$ cat config.mk
export PLATFORM = sky130hd
export DESIGN_NAME = riscv_mem_arbiter
export DESIGN_NICKNAME = d
export VERILOG_FILES = /design/src/rtl/riscv_mem_pkg.sv /design/src/rtl/riscv_mem_arbiter.sv
export SDC_FILE = /design/constraint.sdc
export NUM_CORES = 1
export LEC_CHECK = 0
export BUFFER_PORTS_ARGS = -buffer_cell sky130_fd_sc_hd__clkbuf_2
export CAP_MARGIN = 20
export CORE_AREA = 8 8 201 203
export DETAILED_ROUTE_END_ITERATION = 8
export DIE_AREA = 0 0 209 211
export GPL_TIMING_DRIVEN = 1
export PLACE_DENSITY_LB_ADDON = 0.15
export SLEW_MARGIN = 20
export SYNTH_ARGS = -nofsm -noshare
export SYNTH_HDL_FRONTEND = slang
export SYNTH_SLANG_ARGS = --single-unit
$ cat constraint.sdc
create_clock -name clk -period 4.1 [get_ports clk]
set_input_delay 0.615 -clock clk [delete_from_list [all_inputs] [get_ports clk]]
set_output_delay 0.615 -clock clk [all_outputs]
set_load 0.01 [all_outputs]
$ cat src/rtl/riscv_mem_pkg.sv
// Shared types for the instruction/data memory arbiter.
//   arb_state_e : sequencer states (idle, issue strobe, wait for response, respond)
//   arb_owner_e : which port owns the access in flight
//   mem_req_t   : captured access attributes (addr, we, wdata, be)
package riscv_mem_pkg;

    localparam int MEM_XLEN = 64;

    typedef enum logic [1:0] {
        S_IDLE,
        S_ISSUE,
        S_WAIT,
        S_RESP
    } arb_state_e;

    typedef enum logic {
        OWN_IF,
        OWN_D
    } arb_owner_e;

    typedef struct packed {
        logic [MEM_XLEN-1:0]   addr;
        logic                  we;
        logic [MEM_XLEN-1:0]   wdata;
        logic [MEM_XLEN/8-1:0] be;
    } mem_req_t;

endpackage

$ cat src/rtl/riscv_mem_arbiter.sv
// Single-port main-memory arbiter for the RV64 fetch and data ports.
// One access in flight at a time: IDLE arbitrates (data first, fetch after
// STARVE_MAX consecutive data grants while fetch waits), ISSUE strobes the
// memory for one cycle, WAIT collects the response or times out, RESP pulses
// the owning port's rvalid with rdata/err.
// Ports:
//   clk, rst                       clock, synchronous active-high reset
//   if_req_i/if_addr_i             fetch request (held until granted)
//   if_gnt_o/if_rvalid_o/if_rdata_o fetch grant and response
//   d_req_i/d_we_i/d_addr_i/d_wdata_i/d_be_i   data request
//   d_gnt_o/d_rvalid_o/d_rdata_o   data grant and response
//   err_o                          timeout flag, valid with an rvalid pulse
//   mem_req_o/mem_we_o/mem_addr_o/mem_wdata_o/mem_be_o   memory access
//   mem_rvalid_i/mem_rdata_i       memory response
module riscv_mem_arbiter
    import riscv_mem_pkg::*;
#(
    parameter int XLEN       = MEM_XLEN,
    parameter int STARVE_MAX = 4,
    parameter int TIMEOUT    = 16
) (
    input  logic              clk,
    input  logic              rst,
    input  logic              if_req_i,
    input  logic [XLEN-1:0]   if_addr_i,
    output logic              if_gnt_o,
    output logic              if_rvalid_o,
    output logic [XLEN-1:0]   if_rdata_o,
    input  logic              d_req_i,
    input  logic              d_we_i,
    input  logic [XLEN-1:0]   d_addr_i,
    input  logic [XLEN-1:0]   d_wdata_i,
    input  logic [XLEN/8-1:0] d_be_i,
    output logic              d_gnt_o,
    output logic              d_rvalid_o,
    output logic [XLEN-1:0]   d_rdata_o,
    output logic              err_o,
    output logic              mem_req_o,
    output logic              mem_we_o,
    output logic [XLEN-1:0]   mem_addr_o,
    output logic [XLEN-1:0]   mem_wdata_o,
    output logic [XLEN/8-1:0] mem_be_o,
    input  logic              mem_rvalid_i,
    input  logic [XLEN-1:0]   mem_rdata_i
);

    localparam int SW = $clog2(STARVE_MAX + 1);
    localparam int TW = (TIMEOUT > 1) ? $clog2(TIMEOUT) : 1;
    localparam logic [SW-1:0] STARVE_SAT = SW'(STARVE_MAX);
    localparam logic [TW-1:0] WAIT_LAST  = TW'(TIMEOUT - 1);

    arb_state_e        state_q, state_d;
    arb_owner_e        owner_q, owner_d;
    mem_req_t          req_q, req_d;
    logic [SW-1:0]     starve_q, starve_d;
    logic [TW-1:0]     wcnt_q, wcnt_d;
    logic              err_q, err_d;
    logic [XLEN-1:0]   if_rdata_q, if_rdata_d;
    logic [XLEN-1:0]   d_rdata_q, d_rdata_d;
    logic              gnt_if, gnt_d;

    always_comb begin
        state_d    = state_q;
        owner_d    = owner_q;
        req_d      = req_q;
        starve_d   = starve_q;
        wcnt_d     = wcnt_q;
        err_d      = err_q;
        if_rdata_d = if_rdata_q;
        d_rdata_d  = d_rdata_q;
        gnt_if     = 1'b0;
        gnt_d      = 1'b0;

        unique case (state_q)
            S_IDLE: begin
                // Grants are held off during reset so nothing is claimed
                // that the reset is about to discard.
                if (!rst) begin
                    if (d_req_i && !(starve_q == STARVE_SAT && if_req_i)) begin
                        gnt_d = 1'b1;
                    end else if (if_req_i) begin
                        gnt_if = 1'b1;
                    end
                end
                if (gnt_d) begin
                    req_d   = '{addr: d_addr_i, we: d_we_i, wdata: d_wdata_i, be: d_be_i};
                    owner_d = OWN_D;
                    state_d = S_ISSUE;
                end else if (gnt_if) begin
                    req_d   = '{addr: if_addr_i, we: 1'b0, wdata: '0, be: '1};
                    owner_d = OWN_IF;
                    state_d = S_ISSUE;
                end
            end
            S_ISSUE: begin
                wcnt_d  = '0;
                state_d = S_WAIT;
            end
            S_WAIT: begin
                // A response in the last counted cycle still wins over timeout.
                if (mem_rvalid_i) begin
                    err_d = 1'b0;
                    if (owner_q == OWN_D) d_rdata_d = mem_rdata_i;
                    else                  if_rdata_d = mem_rdata_i;
                    state_d = S_RESP;
                end else if (wcnt_q == WAIT_LAST) begin
                    err_d = 1'b1;
                    if (owner_q == OWN_D) d_rdata_d = '0;
                    else                  if_rdata_d = '0;
                    state_d = S_RESP;
                end else begin
                    wcnt_d = wcnt_q + 1'b1;
                end
            end
            S_RESP: begin
                state_d = S_IDLE;
            end
            default: state_d = S_IDLE;
        endcase

        // Consecutive data grants taken while fetch is waiting.
        if (!if_req_i || gnt_if) begin
            starve_d = '0;
        end else if (gnt_d && starve_q != STARVE_SAT) begin
            starve_d = starve_q + 1'b1;
        end
    end

    always_ff @(posedge clk) begin
        if (rst) begin
            state_q    <= S_IDLE;
            owner_q    <= OWN_IF;
            req_q      <= '0;
            starve_q   <= '0;
            wcnt_q     <= '0;
            err_q      <= 1'b0;
            if_rdata_q <= '0;
            d_rdata_q  <= '0;
        end else begin
            state_q    <= state_d;
            owner_q    <= owner_d;
            req_q      <= req_d;
            starve_q   <= starve_d;
            wcnt_q     <= wcnt_d;
            err_q      <= err_d;
            if_rdata_q <= if_rdata_d;
            d_rdata_q  <= d_rdata_d;
        end
    end

    assign if_gnt_o    = gnt_if;
    assign d_gnt_o     = gnt_d;
    assign if_rvalid_o = (state_q == S_RESP) && (owner_q == OWN_IF);
    assign d_rvalid_o  = (state_q == S_RESP) && (owner_q == OWN_D);
    assign err_o       = (state_q == S_RESP) && err_q;
    assign if_rdata_o  = if_rdata_q;
    assign d_rdata_o   = d_rdata_q;

    assign mem_req_o   = (state_q == S_ISSUE);
    assign mem_we_o    = req_q.we;
    assign mem_addr_o  = req_q.addr;
    assign mem_wdata_o = req_q.wdata;
    assign mem_be_o    = req_q.be;

endmodule
==> results.cfg, run 1 <==
[run_status]
status = complete, no violations

[clock_tree]
cts-root-buf = clkbuf_16
cts_buffers = 34
cts_setup_buffers = 0
clockBufferDepth = 3
ctsResizeCount = 0
cts.reportedPaths.clkPinSlew_ps = 60
cts_tree = yes
htreeDepth = 2
clock-sinks = 276
hold_buffers = 0
insertion_delay_ps = 530

[route]
post_drt_via_cell_ratio = 5.49
wire_per_inst_um = 21.9
drt_iter0_markers = 938
drc_errors = 0
vias = 12600
first_pass_iters = 5
drt.antenna.violating_nets = 0
routed_wl_um = 50000

[power]
p_sw_mw = 3.04
leakage_nw = 6.20
power_frac_clock_pct = 34.4
ir_worst_vdd_v = 0.000321
sw_frac_of_total_pct = 34.7
p_int_mw = 5.72
p_per_area_nw_per_um2 = 564
pwr-share-seq_pct = 37.7
p_comb_share_pct = 27.9

[worst_setup_path]
start_kind = register
critPathMaxFanout = 84
end_kind = output port
critPathKind = register to output port
timing.critical_path.required_ps = 3480
worstPathArrival_ps = 2540

[timing]
setup_viol = 0
hold_viol = 0
rsz0062_at_grt = no
tightest_slew_ps = 1130
max_slew_margin_pct = 24.7
fin_setup_tns_ps = 0
period_share_pct = 76.9
fin_worst_skew_ps = 7.23
holdWs_ps = 314
slew_violations = 0
max_freq_mhz = 317
min_period_ps = 3150

[place]
gp_congestion = 0.837
post-dp-hpwl_um = 33400
port_buffers = 540
dp.cells = 2227

[synth]
synth.avg_cell_area_um2 = 8.58
synth_warnings = 0
synth_area_um2 = 11700
synth_xor_area_share_pct = 0
synthSimpleGateAreaFrac_pct = 9.46
ys.flop_type = dfxtp_1
ys_ff_latch = 276
syn-num-nets = 1642
synth-compound-area-share_pct = 35.0
yosysTopAreaCell = dfxtp_1
syn_inst = 1364
synth-edff-count = 0
synth_top_cells_by_area = dfxtp_1, a21oi_1, a311oi_1, nand3_1, o21ai_0
synth-adder-area-share_pct = 0.855
muxShareOfSynthArea_pct = 0.0855
synth_top_family_by_area = compound AO/OA/AOI/OAI gates
yosysUniqueCellTypes = 44
synth_top_area_share_pct = 47.2
async_flop_share_pct = 0
synth_seq_area_share_pct = 47.2

[floorplan]
die-area_um2 = 44100
die_y_um = 211
pin_count = 541
coreArea_um2 = 37100
rows = 71
initial_core_util_pct = 31.5
die_w_um = 209

[final_layout]
syn2layout_area_growth_pct = 32.7
final_nets = 2067
final_core_util_pct = 41.8
drive_gt1_share_pct = 35.0
fin_cells = 2289

[hold_path]
hold_class = input port to register

[grt]
antenna_found_initial = 3
grt_pass1_wl_um = 75700
grt_overflow = 0
grt_use_total_pct = 21.2
grt_pass1_vias = 12200
grt_start_max_net_pins = 211

[flow_run]
cap_violations = 0
worst max-delay path, cell delays in order, from the launching register on:
cell and delay [ps]:
dfxtp_4 710, buf_4 800, and2_1 250, clkbuf_2 190
final timing paths:
kind                       from               to  slack [ps]  cells past startpoint
setup reg to reg     state_q[1]   mem_addr_o[31]        1580                      6
hold / removal    d_wdata_i[61]  mem_wdata_o[61]         310                      3
setup / recovery        owner_q       d_rvalid_o         950                      3
hold reg to reg     starve_q[0]      starve_q[0]         470                      2
layout by cell type (no fill, tap or decap), types with 3 or more instances in the layout:
| cell type | instances |
|---|---|
| nand4_1 | 3 |
| o221a_2 | 8 |
| clkbuf_8 | 11 |
| a21oi_1 | 327 |
| clkbuf_16 | 37 |
| inv_1 | 9 |
| clkinv_2 | 7 |
| nand3_1 | 130 |
| clkbuf_1 | 5 |
| dfxtp_1 | 275 |
| o21ai_0 | 118 |
| o21ai_1 | 12 |
| buf_12 | 3 |
| nand2_1 | 72 |
| clkbuf_2 | 539 |
| a211oi_1 | 68 |
| ha_1 | 8 |
| buf_4 | 14 |
| a311oi_1 | 129 |
cells by family (layout without fill, tap and decap cells):
group / count (synthesis) / after routing
muxes: 1 / 1
and+or+nand+nor: 229 / 229
DFF: 276 / 276
buffers and inverters: 178 / 627
other: 0 / 2
adders and majority gates: 8 / 8
AOI/OAI and AO/OA: 672 / 672
area by class of cell:
class | instances | area [um2]
inverters | 10 | 37.5
repair buffers | 557 | 2880
clock inverters | 8 | 42.5
well taps | 474 | 593
diodes | 2 | 5.00
fillers | 3770 | 21600
clock buffers | 52 | 1080
flip-flops and latches | 276 | 5530
multi-input cells | 910 | 5360
cells in the mapped netlist, types with 2 or more instances:
library cell and number:
buf_2 73, and3_1 4, clkbuf_2 2, buf_1 8, o21ai_0 118, o21ai_1 12, buf_4 20, nor2b_1 3
dfxtp_1 276, a211oi_1 68, clkbuf_1 62, ha_1 8, inv_1 9, a311oi_1 129, o221a_2 8, nand2_1 72
o211ai_1 2, nor2_4 2, and2_1 3, a21oi_1 327, nand3_1 131, buf_6 2, nand4_1 3, and3b_1 2
per-layer routing:
| metal | share of wire, % | GRT usage [%] |
|---|---|---|
| met3 | 8.2 | 6.28 |
| met4 | 2.3 | 6.73 |
| met2 | 47 | 33.7 |
| met5 | 0.026 | 0 |
| met1 | 42 | 27.4 |
flip-flops by register name (all words and copies together), names as in the netlist:
name	count
owner_q	1
mem_addr_o	64
wcnt_q	4
mem_wdata_o	64
d_rdata_o	64
mem_we_o	1
err_q	1
mem_be_o	8
starve_q	3
state_q	2
if_rdata_o	64
metrics by stage:
step                      power [mW]  cell area (um2)  worst slack (ps)
final                           8.76            15500               946
after global routing            9.24            15500               806
after CTS                       8.88            15500               908
after detailed placement        5.81            14400              1500
after global placement          5.78            14400              1480
after floorplan                 4.85            11700              2020
power by group through the flow:
stage	Clock [mW]	Combinational [mW]	Sequential, mW
detailed placement	0	2.46	3.34
global placement	0	2.44	3.34
finish	3.01	2.45	3.30
CTS	3.12	2.47	3.29
global route	3.20	2.69	3.34
floorplan	0	1.43	3.42
(Power assumes the default switching activity.)
==> inputs of run 2 (changes only) <==
--- a/config.mk
+++ b/config.mk
@@ -7,9 +7,9 @@
 export LEC_CHECK = 0
 export BUFFER_PORTS_ARGS = -buffer_cell sky130_fd_sc_hd__clkbuf_2
 export CAP_MARGIN = 20
-export CORE_AREA = 8 8 201 203
+export CORE_AREA = 8 8 206 208
 export DETAILED_ROUTE_END_ITERATION = 8
-export DIE_AREA = 0 0 209 211
+export DIE_AREA = 0 0 214 216
 export GPL_TIMING_DRIVEN = 1
 export PLACE_DENSITY_LB_ADDON = 0.15
 export SLEW_MARGIN = 20
==> constraint.sdc (replaced) <==
create_clock -name clk -period 2.9 [get_ports clk]
set_input_delay 0.435 -clock clk [delete_from_list [all_inputs] [get_ports clk]]
set_output_delay 0.435 -clock clk [all_outputs]
set_load 0.01 [all_outputs]
==> run 2 against run 1 <==
Compared with the run above: via count rose by 0.61%; count of clock-buffer cells in the layout unchanged; wire length up 0.26%.
==> results.cfg, run 2 (same netlist as run 1, synthesis figures left out) <==
[power]
ir_worst_vdd_v = 0.000436
p_per_area_nw_per_um2 = 802
leakage_nw = 6.30

[timing]
max_freq_mhz = 391
min_period_ps = 2560
tightest_slew_ps = 1040
hold_viol = 0
max_slew_margin_pct = 30.9
fin_worst_skew_ps = 15.3
slew_violations = 0
period_share_pct = 88.3
fin_setup_tns_ps = 0
setup_viol = 0
rsz0062_at_grt = no

[clock_tree]
clockBufferDepth = 3
hold_buffers = 0
ctsResizeCount = 0
cts_tree = yes
cts_buffers = 34
htreeDepth = 2
cts-root-buf = clkbuf_16
cts.reportedPaths.clkPinSlew_ps = 60
insertion_delay_ps = 530
clock-sinks = 276
cts_setup_buffers = 0

[worst_setup_path]
critPathMaxFanout = 47
worstPathArrival_ps = 2130
reg2reg_depth = 6
start_kind = register
rr_endpoint = d_rdata_o[39]
critPathKind = register to output port
regToRegSetupSlack_ps = 730
rr_startpoint = state_q[0]
end_kind = output port
timing.critical_path.required_ps = 2470

[hold_path]
min_to = mem_wdata_o[11]
worstHoldStart = d_wdata_i[11]
min_path_cells = 3
hold_class = input port to register

[place]
post-dp-hpwl_um = 34100
placed_area_um2 = 14600
gp_congestion = 0.864
port_buffers = 540
dp.cells = 2287

[grt]
grt_use_total_pct = 20.4
antenna_found_initial = 4
grt_pass1_wl_um = 76800
grt_start_max_net_pins = 129
grt_overflow = 0
grt_pass1_vias = 12400

[flow_run]
cap_violations = 0

[route]
drc_errors = 0
routed_wl_um = 50200
drt.antenna.violating_nets = 0
post_drt_via_cell_ratio = 5.38
first_pass_iters = 5
vias = 12700
wire_per_inst_um = 21.3
drt_iter0_markers = 1089

[final_layout]
stdcell_area_um2 = 15800
final_nets = 2076
syn2layout_area_growth_pct = 35.3
drive_gt1_share_pct = 35.3
layout_commonest_cell = clkbuf_2
fin_cells = 2352
final_cell_mix = clkbuf_2, a21oi_1, dfxtp_1

[floorplan]
pin_count = 541
coreArea_um2 = 39200
die_w_um = 214
rows = 73
die-area_um2 = 46200
die_y_um = 216
initial_core_util_pct = 29.9

[run_status]
status = complete, no violations
-- run 2: worst max-delay path, stage by stage, from the launching register on --
cell and delay (ps):
dfxtp_1 330, inv_1 80, ha_1 240, nand3_4 520, nand2_2 240, inv_1 50, clkbuf_2 130
-- run 2: routing by layer --
| metal | routed length (um) | track usage, % | vias up |
|---|---|---|---|
| met2 | 23700 | 32.3 | 521 |
| met4 | 881 | 4.92 | 0 |
| met5 | 0 | 0 | - |
| met3 | 4310 | 7.09 | 57 |
| li1 | - | - | 6055 |
| met1 | 21300 | 26.3 | 6022 |
-- run 2: power by group --
part / switching [mW] / total [mW] / internal [mW]
Clock: 1.70 / 4.51 / 2.82
Sequential: 0.325 / 4.62 / 4.30
Combinational: 2.29 / 3.56 / 1.27
-- run 2: metrics by stage --
| step | total power, mW | hold slack [ps] | utilization (%) | setup slack (ps) |
|---|---|---|---|---|
| floorplan | 6.85 | 448 | - | 1180 |
| global placement | 8.22 | 460 | 37.3 | 817 |
| detailed placement | 8.28 | 465 | 37.3 | 741 |
| CTS | 12.9 | 97.1 | 40.4 | 269 |
| global route | 13.4 | 113 | 40.4 | 186 |
| finish | 12.7 | 136 | 40.4 | 340 |
-- run 2: worst max-delay path by stage --
stage / from / endpoint / slack [ps] / cells past startpoint
after CTS: starve_q[0] / d_gnt_o / 270 / 6
after detailed placement: state_q[0] / d_rdata_o[39] / 740 / 6
after floorplan: rst / if_gnt_o / 1180 / 5
after global placement: rst / d_rdata_o[31] / 820 / 4
final: starve_q[0] / d_gnt_o / 340 / 6
after global routing: starve_q[0] / d_gnt_o / 190 / 6
-- run 2: final cells by class --
| cell class | instances | area [um2] |
|---|---|---|
| fill | 4058 | 23400 |
| sequential | 276 | 5530 |
| multi-input combinational | 910 | 5360 |
| timing repair buffer | 566 | 3040 |
| clock buffer | 52 | 1070 |
| tap | 525 | 657 |
| clock inverter | 9 | 125 |
| inverter | 10 | 37.5 |
| antenna | 4 | 10.0 |
==> inputs of run 3 (changes only) <==
--- a/config.mk
+++ b/config.mk
@@ -11,7 +11,8 @@
 export DETAILED_ROUTE_END_ITERATION = 8
 export DIE_AREA = 0 0 214 216
 export GPL_TIMING_DRIVEN = 1
-export PLACE_DENSITY_LB_ADDON = 0.15
+export PLACE_DENSITY = 0.58
+export REMOVE_ABC_BUFFERS = 1
 export SLEW_MARGIN = 20
 export SYNTH_ARGS = -nofsm -noshare
 export SYNTH_HDL_FRONTEND = slang
==> run 3 against run 2 <==
Compared with the run above: combinational power up 3%; final cell count decreased by 0.21%; final area fell by 0.51%; via count increased by 1.5%; worst hold slack better by 5.1 ps; largest cell class unchanged; largest power group unchanged.
==> results.cfg, run 3 (same netlist as run 1, synthesis figures left out) <==
[route]
drt_iter0_markers = 1568
drt.antenna.violating_nets = 0
post_drt_via_cell_ratio = 5.47
drc_errors = 0
routed_wl_um = 51900
vias = 12800
wire_per_inst_um = 22.1
first_pass_iters = 6

[grt]
grt_overflow = 0
antenna_found_initial = 2
grt_pass1_vias = 12300
grt_use_total_pct = 21.0
grt_start_max_net_pins = 143
grt_pass1_wl_um = 78200

[clock_tree]
hold_buffers = 0
clock-sinks = 276
insertion_delay_ps = 520
cts.reportedPaths.clkPinSlew_ps = 60
ctsResizeCount = 0
cts_tree = yes
cts_buffers = 34
cts_setup_buffers = 0
clockBufferDepth = 3
htreeDepth = 2
cts-root-buf = clkbuf_16

[hold_path]
min_path_cells = 3
hold_class = input port to register

[place]
gp_congestion = 0.930
place_worst_setup_slack_ps = 654
placed_area_um2 = 14700
port_buffers = 540
post-dp-hpwl_um = 36200
dp.cells = 2288

[timing]
max_freq_mhz = 383
setup_viol = 0
slew_violations = 0
tightest_slew_ps = 758
period_share_pct = 90.0
hold_viol = 0
rsz0062_at_grt = no
setup_slack_ps = 291
fin_worst_skew_ps = 12.6
max_slew_margin_pct = 49.5
min_period_ps = 2610
fin_setup_tns_ps = 0

[floorplan]
rows = 73
coreArea_um2 = 39200
initial_core_util_pct = 29.9
die_y_um = 216
die-area_um2 = 46200
die_w_um = 214
pin_count = 541

[run_status]
status = complete, no violations

[power]
p_total_mw = 12.5
ir_worst_vdd_v = 0.000374
p_per_area_nw_per_um2 = 793
leakage_nw = 6.26

[final_layout]
final_nets = 2077
stdcell_area_um2 = 15800
antenna_cells = 0
regArea_um2 = 5530
final_cell_mix = clkbuf_2, a21oi_1, dfxtp_1
fillCellCount = 3961
drive_gt1_share_pct = 35.1
multiInputGateArea_um2 = 5360
syn2layout_area_growth_pct = 34.6
layout_commonest_cell = clkbuf_2
fin_cells = 2347

[worst_setup_path]
worstPathArrival_ps = 2170
start_kind = register
crit_start = state_q[1]
critPathKind = register to output port
crit_chain = inv_1, ha_1, and3b_2, nand2_2, inv_1, clkbuf_2
rr_endpoint = mem_addr_o[31]
critPathMaxFanout = 10
setup.worst_path.end = d_gnt_o
cp_common_cell = inv_1
end_kind = output port
rr_startpoint = state_q[1]
regToRegSetupSlack_ps = 650
reg2reg_depth = 6
timing.critical_path.required_ps = 2470
slowest_delay_ps = 430
slowest_stage = ha_1

[flow_run]
cap_violations = 0
## run 3: cell count changes in the layout (fill, tap and decap cells not counted), sizes merged
cell,change
inv,+1
clkinv,-1
clkinvlp,-1
bufinv,-2
diode,-4
clkbuf,+1
buf,+1
## run 3: layout make-up
| cell class | instances | area share, % |
|---|---|---|
| timing repair buffer | 567 | 19.5 |
| sequential | 276 | 35.1 |
| tap | 525 | 4.17 |
| inverter | 10 | 0.238 |
| clock buffer | 53 | 6.56 |
| clock inverter | 6 | 0.389 |
| multi-input combinational | 910 | 34.0 |
## run 3: worst min-delay path by stage
stage,slack (ps),startpoint,to
floorplan,450,starve_q[1],starve_q[1]
global placement,460,mem_wdata_o[36],mem_wdata_o[36]
detailed placement,470,mem_wdata_o[19],mem_wdata_o[19]
CTS,100,d_wdata_i[46],mem_wdata_o[46]
global route,120,d_wdata_i[8],mem_wdata_o[8]
finish,140,d_wdata_i[37],mem_wdata_o[37]
## run 3: report_power, final
group,switching (mW),total [mW],internal [mW]
combinational,2.37,3.67,1.30
clock,1.69,4.22,2.53
sequential,0.295,4.59,4.30
## run 3: critical path, delay by kind of cell (launching register included)
family | cells | cell delay (ps)
adders and majority gates | 1 | 430
DFF | 1 | 340
and+or+nand+nor | 2 | 480
buffers and inverters | 3 | 410
## run 3: stage by stage
stage	hold slack [ps]	utilization (%)
floorplan	448	-
global placement	460	37.4
detailed placement	466	37.4
CTS	100	40.2
global route	118	40.2
finish	141	40.2
## run 3: layer usage
| layer | vias to the layer above | wire, um | GRT usage, % |
|---|---|---|---|
| li1 | 6044 | - | - |
| met1 | 6055 | 20500 | 25.4 |
| met2 | 654 | 24000 | 33.2 |
| met3 | 87 | 5410 | 7.65 |
| met4 | 4 | 1950 | 9.07 |
| met5 | - | 15 | 0 |
